===== src/rtl/io_pkg.sv =====
// io_pkg: shared types and constants for the IN/OUT unit of the single-cycle
// MIPS datapath. Holds the handshake FSM encoding and the 7-segment lookup
// used by the optional display decoder (DISPLAY_7SEG_EN).
package io_pkg;

    // Handshake FSM states; encoding is fixed so it can be probed on a bench/ILA.
    typedef enum logic [2:0] {
        OCIOSO        = 3'd0,
        ESPERA_SOLTO  = 3'd1,
        ESPERA_APERTO = 3'd2,
        ESPERA_LIBERA = 3'd3,
        CONCLUI       = 3'd4
    } estado_t;

    // Active-high segment patterns {g,f,e,d,c,b,a}, entry [n] is hex digit n.
    localparam logic [15:0][6:0] HEX7SEG_TAB = {
        7'h71, 7'h79, 7'h5E, 7'h39, 7'h7C, 7'h77, 7'h6F, 7'h7F,
        7'h07, 7'h7D, 7'h6D, 7'h66, 7'h4F, 7'h5B, 7'h06, 7'h3F
    };

    // Board segments are active-low, so the table is inverted on lookup.
    function automatic logic [6:0] hex7seg(input logic [3:0] nib);
        return ~HEX7SEG_TAB[nib];
    endfunction

endpackage


===== src/rtl/debounce_botao.sv =====
// debounce_botao: two-flop synchronizer, stability counter and filtered level
// for a bouncing asynchronous push button. Also produces a one-cycle pulse
// that is high in the first cycle the filtered level reads 1.
module debounce_botao #(
    parameter int DEBOUNCE_CICLOS = 50000
) (
    input  logic clock,
    input  logic reset,
    input  logic btn_async,
    output logic filtrado,
    output logic subida
);

    localparam int CW = (DEBOUNCE_CICLOS > 2) ? $clog2(DEBOUNCE_CICLOS) : 1;

    logic          sync1_q;
    logic          sync2_q;
    logic          filt_q;
    logic          filt_d;
    logic          sub_q;
    logic          sub_d;
    logic [CW-1:0] cnt_q;
    logic [CW-1:0] cnt_d;

    // Bring the raw button into the clock domain before anything looks at it.
    always_ff @(posedge clock) begin
        if (reset) begin
            sync1_q <= 1'b0;
            sync2_q <= 1'b0;
        end else begin
            sync1_q <= btn_async;
            sync2_q <= sync1_q;
        end
    end

    // Count consecutive cycles of disagreement; flip the filtered level once
    // the new level has been seen long enough. Any agreement restarts the count.
    always_comb begin
        cnt_d  = '0;
        filt_d = filt_q;
        sub_d  = 1'b0;
        if (sync2_q != filt_q) begin
            if (cnt_q == CW'(DEBOUNCE_CICLOS - 1)) begin
                filt_d = ~filt_q;
                sub_d  = ~filt_q;
                cnt_d  = '0;
            end else begin
                cnt_d = cnt_q + CW'(1);
            end
        end
    end

    // Filter state registers.
    always_ff @(posedge clock) begin
        if (reset) begin
            cnt_q  <= '0;
            filt_q <= 1'b0;
            sub_q  <= 1'b0;
        end else begin
            cnt_q  <= cnt_d;
            filt_q <= filt_d;
            sub_q  <= sub_d;
        end
    end

    assign filtrado = filt_q;
    assign subida   = sub_q;

endmodule


===== src/rtl/unidade_entrada_saida.sv =====
// unidade_entrada_saida: IN/OUT responder for the single-cycle MIPS datapath.
// IN stalls the CPU until the user presses and releases the confirm button;
// the switch value is captured on the press and handed to the register file
// (in_pronto) on the release. OUT latches the RS operand into a persistent
// display register. Define DISPLAY_7SEG_EN to add the registered hex_out
// 7-segment decode of display_reg[15:0].
module unidade_entrada_saida
    import io_pkg::*;
#(
    parameter int DATA_WIDTH      = 32,
    parameter int SW_WIDTH        = 16,
    parameter int DEBOUNCE_CICLOS = 50000
) (
    input  logic                  clock,
    input  logic                  reset,
    input  logic                  IOE,
    input  logic                  IOsel,
    input  logic                  stall_req,
    input  logic [DATA_WIDTH-1:0] dado_rs,
    input  logic [SW_WIDTH-1:0]   switches,
    input  logic                  btn_confirma,
    output logic [DATA_WIDTH-1:0] dado_entrada,
    output logic                  stall_cpu,
    output logic                  in_pronto,
    output logic [DATA_WIDTH-1:0] display_reg,
    output logic                  out_pulso
`ifdef DISPLAY_7SEG_EN
    ,
    output logic [4*7-1:0]        hex_out
`endif
);

    estado_t               estado_q;
    estado_t               estado_d;
    logic [SW_WIDTH-1:0]   sw_sync1_q;
    logic [SW_WIDTH-1:0]   sw_sync2_q;
    logic [DATA_WIDTH-1:0] dado_q;
    logic [DATA_WIDTH-1:0] dado_d;
    logic [DATA_WIDTH-1:0] display_q;
    logic [DATA_WIDTH-1:0] display_d;
    logic                  out_pulso_q;
    logic                  out_pulso_d;
    logic                  captura;
    logic                  in_req;
    logic                  out_req;
    logic                  btn_filt;
    logic                  btn_sub;

    assign in_req  = IOE & IOsel & stall_req;
    assign out_req = IOE & ~IOsel;

    debounce_botao #(
        .DEBOUNCE_CICLOS(DEBOUNCE_CICLOS)
    ) u_debounce (
        .clock    (clock),
        .reset    (reset),
        .btn_async(btn_confirma),
        .filtrado (btn_filt),
        .subida   (btn_sub)
    );

    // Switches are asynchronous; sample them through two flops before capture.
    always_ff @(posedge clock) begin
        if (reset) begin
            sw_sync1_q <= '0;
            sw_sync2_q <= '0;
        end else begin
            sw_sync1_q <= switches;
            sw_sync2_q <= sw_sync1_q;
        end
    end

    // Handshake next-state: a button already held at IN decode must be let go
    // first, so a press left over from the previous IN cannot confirm this one.
    always_comb begin
        estado_d = estado_q;
        captura  = 1'b0;
        unique case (estado_q)
            OCIOSO: begin
                if (in_req) begin
                    estado_d = btn_filt ? ESPERA_SOLTO : ESPERA_APERTO;
                end
            end
            ESPERA_SOLTO: begin
                if (!btn_filt) begin
                    estado_d = ESPERA_APERTO;
                end
            end
            ESPERA_APERTO: begin
                if (btn_sub) begin
                    captura  = 1'b1;
                    estado_d = ESPERA_LIBERA;
                end
            end
            ESPERA_LIBERA: begin
                if (!btn_filt) begin
                    estado_d = CONCLUI;
                end
            end
            CONCLUI: begin
                estado_d = OCIOSO;
            end
            default: begin
                estado_d = OCIOSO;
            end
        endcase
    end

    // FSM state register.
    always_ff @(posedge clock) begin
        if (reset) begin
            estado_q <= OCIOSO;
        end else begin
            estado_q <= estado_d;
        end
    end

    // Data capture and OUT latch; OUT is only honoured while no IN is pending.
    always_comb begin
        dado_d      = dado_q;
        display_d   = display_q;
        out_pulso_d = 1'b0;
        if (captura) begin
            dado_d = DATA_WIDTH'(sw_sync2_q);
        end
        if (out_req && (estado_q == OCIOSO)) begin
            display_d   = dado_rs;
            out_pulso_d = 1'b1;
        end
    end

    // Data and pulse registers.
    always_ff @(posedge clock) begin
        if (reset) begin
            dado_q      <= '0;
            display_q   <= '0;
            out_pulso_q <= 1'b0;
        end else begin
            dado_q      <= dado_d;
            display_q   <= display_d;
            out_pulso_q <= out_pulso_d;
        end
    end

    // The stall must rise in the very cycle IN is decoded (no PC advance), and
    // a reset drops it immediately rather than one cycle later.
    always_comb begin
        stall_cpu = 1'b0;
        in_pronto = 1'b0;
        if (!reset) begin
            unique case (estado_q)
                OCIOSO:        stall_cpu = in_req;
                ESPERA_SOLTO,
                ESPERA_APERTO,
                ESPERA_LIBERA: stall_cpu = 1'b1;
                CONCLUI:       in_pronto = 1'b1;
                default:       stall_cpu = 1'b0;
            endcase
        end
    end

    assign dado_entrada = dado_q;
    assign display_reg  = display_q;
    assign out_pulso    = out_pulso_q;

`ifdef DISPLAY_7SEG_EN
    logic [4*7-1:0] hex_q;
    logic [4*7-1:0] hex_d;

    // Decode the low half-word of the display register, four hex digits.
    always_comb begin
        hex_d = {hex7seg(display_q[15:12]), hex7seg(display_q[11:8]),
                 hex7seg(display_q[7:4]),   hex7seg(display_q[3:0])};
    end

    // Segment register, one cycle behind display_reg.
    always_ff @(posedge clock) begin
        if (reset) begin
            hex_q <= {4{hex7seg(4'h0)}};
        end else begin
            hex_q <= hex_d;
        end
    end

    assign hex_out = hex_q;
`endif

endmodule


===== config.mk =====
export PLATFORM = sky130hd
export DESIGN_NAME = unidade_entrada_saida
export DESIGN_NICKNAME = d
export VERILOG_FILES = /design/src/rtl/io_pkg.sv /design/src/rtl/debounce_botao.sv /design/src/rtl/unidade_entrada_saida.sv
export SDC_FILE = /design/constraint.sdc
export NUM_CORES = 1
export LEC_CHECK = 0
export CAP_MARGIN = 5
export CORE_MARGIN = 2
export CORE_UTILIZATION = 40
export DETAILED_ROUTE_END_ITERATION = 16
export GPL_TIMING_DRIVEN = 0
export HOLD_SLACK_MARGIN = 0.1
export PLACE_DENSITY = 0.83
export SYNTH_ARGS = -nofsm -noshare
export SYNTH_HDL_FRONTEND = slang
export SYNTH_SLANG_ARGS = --single-unit

===== constraint.sdc =====
create_clock -name clock -period 2.2 [get_ports clock]
set_clock_uncertainty 0.2 [all_clocks]
set_input_delay 0.44 -clock clock [delete_from_list [all_inputs] [get_ports clock]]
set_output_delay 0.44 -clock clock [all_outputs]
set_load 0.02 [all_outputs]

==> results of run 1 <==
==> power breakdown <==
part           internal, uW  total [uW]  switching [uW]  leakage (uW)
Clock                   471        1150             683      0.000101
Combinational           191         364             172      0.000926
Sequential             1940        1960            23.1      0.000849
Total                  2600        3480             879       0.00188
==> cell families after synthesis <==
group                      share of synthesized area [%]
DFF                                                 56.6
xor gates and xnor gates                            3.57
AOI/OAI and AO/OA                                   7.49
buffers and inverters                               6.33
muxes                                              0.272
and+or+nand+nor                                     25.3
other                                              0.102
adders and majority gates                          0.340
==> final timing paths <==
| path | end | cells past startpoint | from |
|---|---|---|---|
| max | stall_cpu | 4 | IOE |
| min | dado_entrada[7] | 2 | sw_sync2_q[7] |
| max reg2reg | u_debounce.cnt_q[13] | 6 | u_debounce.cnt_q[0] |
| min reg2reg | dado_entrada[7] | 2 | sw_sync2_q[7] |
==> repair_timing <==
action                     4_1_cts  5_1_grt
hold endpoints to repair         0        0
resized for setup               10        3
setup endpoints to repair        2        2
==> per-layer routing <==
metal  vias up  wire [um]  GRT usage [%]
met2        88       4220           30.5
li1       1552          -              -
met5         -          0              0
met4         0        241           8.22
met1      1389       3330           18.1
met3        19        518           5.36
==> metrics by stage <==
| stage | worst slack, ns | utilization [%] |
|---|---|---|
| 6_report | 0.106 | 57.8 |
| 5_1_grt | 0.0507 | 57.8 |
| 4_1_cts | 0.00328 | 57.9 |
| 3_5_place_dp | -0.530 | 55.6 |
| 3_3_place_gp | -0.557 | 55.6 |
| 2_1_floorplan | 0.00229 | - |
==> critical path, stage by stage <==
cell	delay, ns
clkdlybuf4s50_1	0.50
nand3_1	0.12
a21boi_1	0.19
buf_2	0.20
==> area by class of cell <==
class | count | area share (%)
sequential | 104 | 40.9
timing repair buffer | 103 | 20.1
clock buffer | 10 | 2.70
tap | 108 | 2.65
clock inverter | 6 | 1.13
multi-input combinational | 281 | 28.0
buffer | 39 | 4.30
inverter | 4 | 0.295
==> cell usage after synthesis, drive strengths merged (2+ instances only) <==
| library cell | count |
|---|---|
| dfxtp | 104 |
| nand2 | 98 |
| a21oi | 49 |
| nor2b | 34 |
| nor2 | 28 |
| buf | 22 |
| clkbuf | 17 |
| xnor2 | 13 |
| nand3 | 8 |
| nand4 | 6 |
| nor3 | 6 |
| inv | 4 |
| and3 | 3 |
| nor4 | 3 |
| nor4b | 3 |
| a21boi | 2 |
| nand3b | 2 |
| xor2 | 2 |
==> placed cells by master, fill, tap and decap left out, types with 2 or more instances in the layout <==
cell type          n
clkinv_4           2
clkbuf_2           2
nor2_1            28
nor4_1             3
nor4b_2            2
xnor2_1           13
and3_1             3
inv_1              4
clkbuf_1          15
clkbuf_8          10
nand3_1            8
inv_8              2
nand2_1           98
dfxtp_1          104
buf_4             17
nor3_1             5
a21oi_1           49
xor2_1             2
clkdlybuf4s50_1  101
nand4_1            5
inv_6              2
nand3b_1           2
buf_2              7
nor2b_1           34
conb_1            16
==> impl_metrics.csv, run 1 <==
group,metric,value,unit
routing,viasPerCell,4.65,
die,pin_count,121,
yosys,synthCells,413,
layout,syn_to_final_growth,38.5,%
sta,setup_tns,0,ns
hold_path,worst_hold_path_type,"reg -> reg",
die,die_area,9970,sq um
global_route,grt_max_degree,20,
global_route,grt_usage,17.0,%
layout,multi_input_area,1420,sq um
sta,holdWs,0.236,ns
yosys,syn_area_per_cell,8.90,sq um
yosys,ys.flop_type,"dfxtp_1",
clock_network,htreeDepth,3,
layout,stdcell_count,655,
layout,nNetsFinal,597,
clock_network,cts_buffer_depth,2,
layout,fillers,769,
clock_network,cts_tree,"yes",
yosys,synth_top_area_share,56.6,%
die,rows,34,
critical_path,cp-end-kind,"primary output",
yosys,synth_edf_count,0,
routing,drt.antenna.violating_nets,0,
die,die_h,99.9,um
clock_network,root_buffer,"clkbuf_8",
sta,slew_viol_final,0,
yosys,synthArstFlopShare,0,%
clock_network,hold_buffers,0,
clock_network,cts_made_buffers,9,
global_route,grt_pass1_wl,13.4,mm
sta,rsz0062_at_grt,"false",
critical_path,r2r_slack,0.35,ns
die,core,8810,sq um
outcome,outcome,"finished clean",
global_route,grt_pass1_vias,2962,
sta,max_freq,478,MHz
critical_path,crit_arrival,1.45,ns
sta,post-route-period-util,95.2,%
critical_path,path_max_fanout,3,
sta,setup_viol,0,
yosys,yosys.area.top_type,"dfxtp_1",
layout,drive_above_1_share,8.78,%
yosys,syn_area,3680,sq um
power_and_ir_drop,vdd_ir_drop_max,581,uV
layout,n_antenna_cell,0,
die,die_w,99.9,um
power_and_ir_drop,p_leak,0.00188,uW
placed_design,gp_congestion,0.787,
critical_path,critPathKind,"in -> out",
routing,drt_iter0_drc,88,
layout,fin_area,5090,sq um
routing,dr.pass1.iters,6,
sta,period_minus_slack,2.09,ns
yosys,synth_seq_area_share,56.6,%
global_route,grt_overflow,0,
routing,num_vias,3048,
yosys,ys_seq_elements,104,
layout,largest_register_ffs,32,
layout,regArea,2080,sq um
critical_path,required,1.56,ns
placed_design,dp.cells,639,
global_route,antenna_found_initial,0,
routing,drc,0,
power_and_ir_drop,power,3480,uW
placed_design,dp_hpwl,6.35,mm
clock_network,post_cts.repair.setup_buffers,0,
die,start_util,41.7,%
clock_network,clk_pin_slew,0.10,ns
yosys,synth.area.top_cells,"dfxtp_1, nand2_1, a21oi_1",
sta,hold_viol,0,
yosys,yosysWarnings,0,
clock_network,insertion_delay,0.36,ns
yosys,ys_types,32,
job,cap_violations,0,
clock_network,cts_sinks,104,
power_and_ir_drop,p_per_area,684,nW/um^2
placed_design,dpl_cell_area,4900,sq um
placed_design,io_buffers,103,
routing,drt-wirelength-per-cell,12.7,um
critical_path,cp-start-kind,"input pin",
routing,postRouteWirelength,8.30,mm
No activity file was read; power rests on OpenSTA's default activity.
==> inputs of run 2 (changes only) <==
Settings changed: CAP_MARGIN 5 to not set.
==> results of run 2 <==
Final layout, timing and power as in run 1 (identical DEF).
==> inputs of run 3 (changes only) <==
Settings changed: CORE_MARGIN 2 to 4, RECOVER_POWER set to 100.
Clock period 2.2 ns to 2.7 ns, I/O delays scaled along.
==> run 3 against run 2 <==
Compared with the run above:
- first-iteration DRC count grew 44%
- global-route usage fell by 1.5 points
- clock-buffer cell count fell by 1
- critical endpoint is now in_pronto
- highest routed layer unchanged
==> impl_metrics.csv, run 3 (synthesis gave the netlist of run 1 again) <==
group,metric,value,unit
critical_path,required,1.96,ns
critical_path,path_cells,"clkbuf_1 > clkbuf_1 > nor4b_2 > dlygate4sd2_1",
clock_network,cts_made_buffers,9,
layout,drive_above_1_share,7.13,%
die,pin_count,121,
global_route,grt_overflow,0,
layout,final_common_cell,"dfxtp_1",
sta,period_minus_slack,2.49,ns
global_route,top_usage_layer,"met2",
routing,dr.pass1.iters,4,
global_route,grt_usage,15.5,%
layout,regArea,2080,sq um
critical_path,cp-end-kind,"primary output",
routing,drt-wirelength-per-cell,12.7,um
sta,maxSlewHeadroom,65.7,%
critical_path,critPathKind,"in -> out",
sta,setup_viol,0,
global_route,grt_pass1_vias,2964,
sta,rsz0062_at_grt,"false",
sta,setup_tns,0,ns
power_and_ir_drop,intPower,2190,uW
critical_path,path_max_fanout,10,
clock_network,clk_pin_slew,0.11,ns
placed_design,io_buffers,103,
clock_network,cts_buffer_depth,2,
layout,largest_register_ffs,32,
placed_design,place_worst_setup_slack,-0.254,ns
sta,max_freq,401,MHz
power_and_ir_drop,seqPwrFrac,54.7,%
sta,holdWs,0.229,ns
power_and_ir_drop,combPwrFrac,9.9,%
global_route,grt_pass1_wl,13.7,mm
routing,drt_iter0_drc,127,
power_and_ir_drop,p_sw,738,uW
routing,drc,0,
power_and_ir_drop,p_per_area,573,nW/um^2
die,rows,34,
power_and_ir_drop,clkPwrFrac,35.5,%
routing,postRouteWirelength,8.34,mm
critical_path,slowest_delay,0.38,ns
sta,hold_viol,0,
global_route,grt_max_degree,21,
layout,nNetsFinal,597,
placed_design,gp_congestion,0.795,
critical_path,cp-start-kind,"input pin",
global_route,antenna_found_initial,0,
routing,drt.antenna.violating_nets,0,
job,cap_violations,0,
layout,multi_input_area,1420,sq um
layout,stdcell_count,655,
sta,slew_viol_final,0,
power_and_ir_drop,swShare,25.3,%
placed_design,dpl_cell_area,4900,sq um
layout,fin_area,5110,sq um
clock_network,htreeDepth,3,
sta,post-route-period-util,92.3,%
routing,viasPerCell,4.57,
clock_network,cts_sinks,104,
die,die_w,104,um
clock_network,root_buffer,"clkbuf_8",
critical_path,crit_arrival,1.75,ns
critical_path,cp_slowest_cell,"dlygate4sd2_1",
power_and_ir_drop,vdd_ir_drop_max,316,uV
critical_path,crit_path_frequent_cell,"clkbuf_1",
clock_network,hold_buffers,0,
global_route,use_met1,17.0,%
layout,syn_to_final_growth,38.9,%
placed_design,dp.cells,639,
global_route,use_met2,27.4,%
die,die_h,104,um
die,die_area,10800,sq um
outcome,outcome,"finished clean",
layout,n_antenna_cell,0,
power_and_ir_drop,p_leak,0.00203,uW
routing,num_vias,2993,
critical_path,critPathLaunch,"reset",
placed_design,dp_hpwl,6.39,mm
global_route,grt_util_met3,6.83,%
die,core,8850,sq um
clock_network,insertion_delay,0.38,ns
layout,fillers,776,
layout,most-common-layout-cells,"dfxtp_1, nand2_1, clkdlybuf4s50_1",
hold_path,hold_start,"sw_sync2_q[15]",
clock_network,cts_tree,"yes",
sta,tightest_slew,0.515,ns
die,start_util,41.5,%
hold_path,worst_hold_path_type,"reg -> reg",
critical_path,r2r-start,"u_debounce.cnt_q[0]",
sta,worst_slack,0.207,ns
[run 3: changes by cell type in the layout (fill, tap and decap cells not counted), sizes merged]
| cell | delta |
|---|---|
| clkbuf | +4 |
| bufinv | +1 |
| dlygate4sd2 | +2 |
| clkdlybuf4s50 | -49 |
| dlygate4sd3 | +49 |
| buf | -7 |
[run 3: area by class of cell]
type                            count  share of cell area, %
Clock buffer                        9                   2.43
Buffer                             39                   4.09
Timing Repair Buffer              103                   20.1
Tap cell                          108                   2.65
Multi-Input combinational cell    281                   27.8
Sequential cell                   104                   40.8
Inverter                            4                  0.294
Clock inverter                      7                   1.86
[run 3: final timing paths]
path,to,slack (ns),depth (start not counted)
worst max-delay path,in_pronto,0.21,4
worst min-delay path,dado_entrada[15],0.23,2
worst max register to register,u_debounce.cnt_q[13],0.64,6
worst min register to register,dado_entrada[15],0.23,2
[run 3: per-layer routing]
metal | part of all wire, % | routed length [um]
met3 | 8.0 | 666
met1 | 41 | 3430
met5 | 0 | 0
met4 | 1.8 | 153
met2 | 49 | 4090
[run 3: stage by stage]
step	util [%]	power, uW
2_1_floorplan	-	1780
3_3_place_gp	55.4	1930
3_5_place_dp	55.4	1930
4_1_cts	57.9	2960
5_1_grt	57.7	3040
6_report	57.7	2920
[run 3: critical path, delay by kind of cell]
kind                   cells  cell delay [ns]
buffers and inverters      3             0.85
and+or+nand+nor            1             0.36
[run 3: power groups by stage]
stage	Sequential (uW)	Combinational (uW)	Clock, uW
CTS	1600	300	1060
detailed placement	1640	299	0
global placement	1630	295	0
global route	1610	313	1120
finish	1600	288	1040
floorplan	1660	119	0
[run 3: what timing repair did]
action                                  4_1_cts  5_1_grt
setup buffers                                 0        0
gates resized for setup                       4        0
endpoints found under the hold margin         0        0
endpoints found under the setup margin        2        0
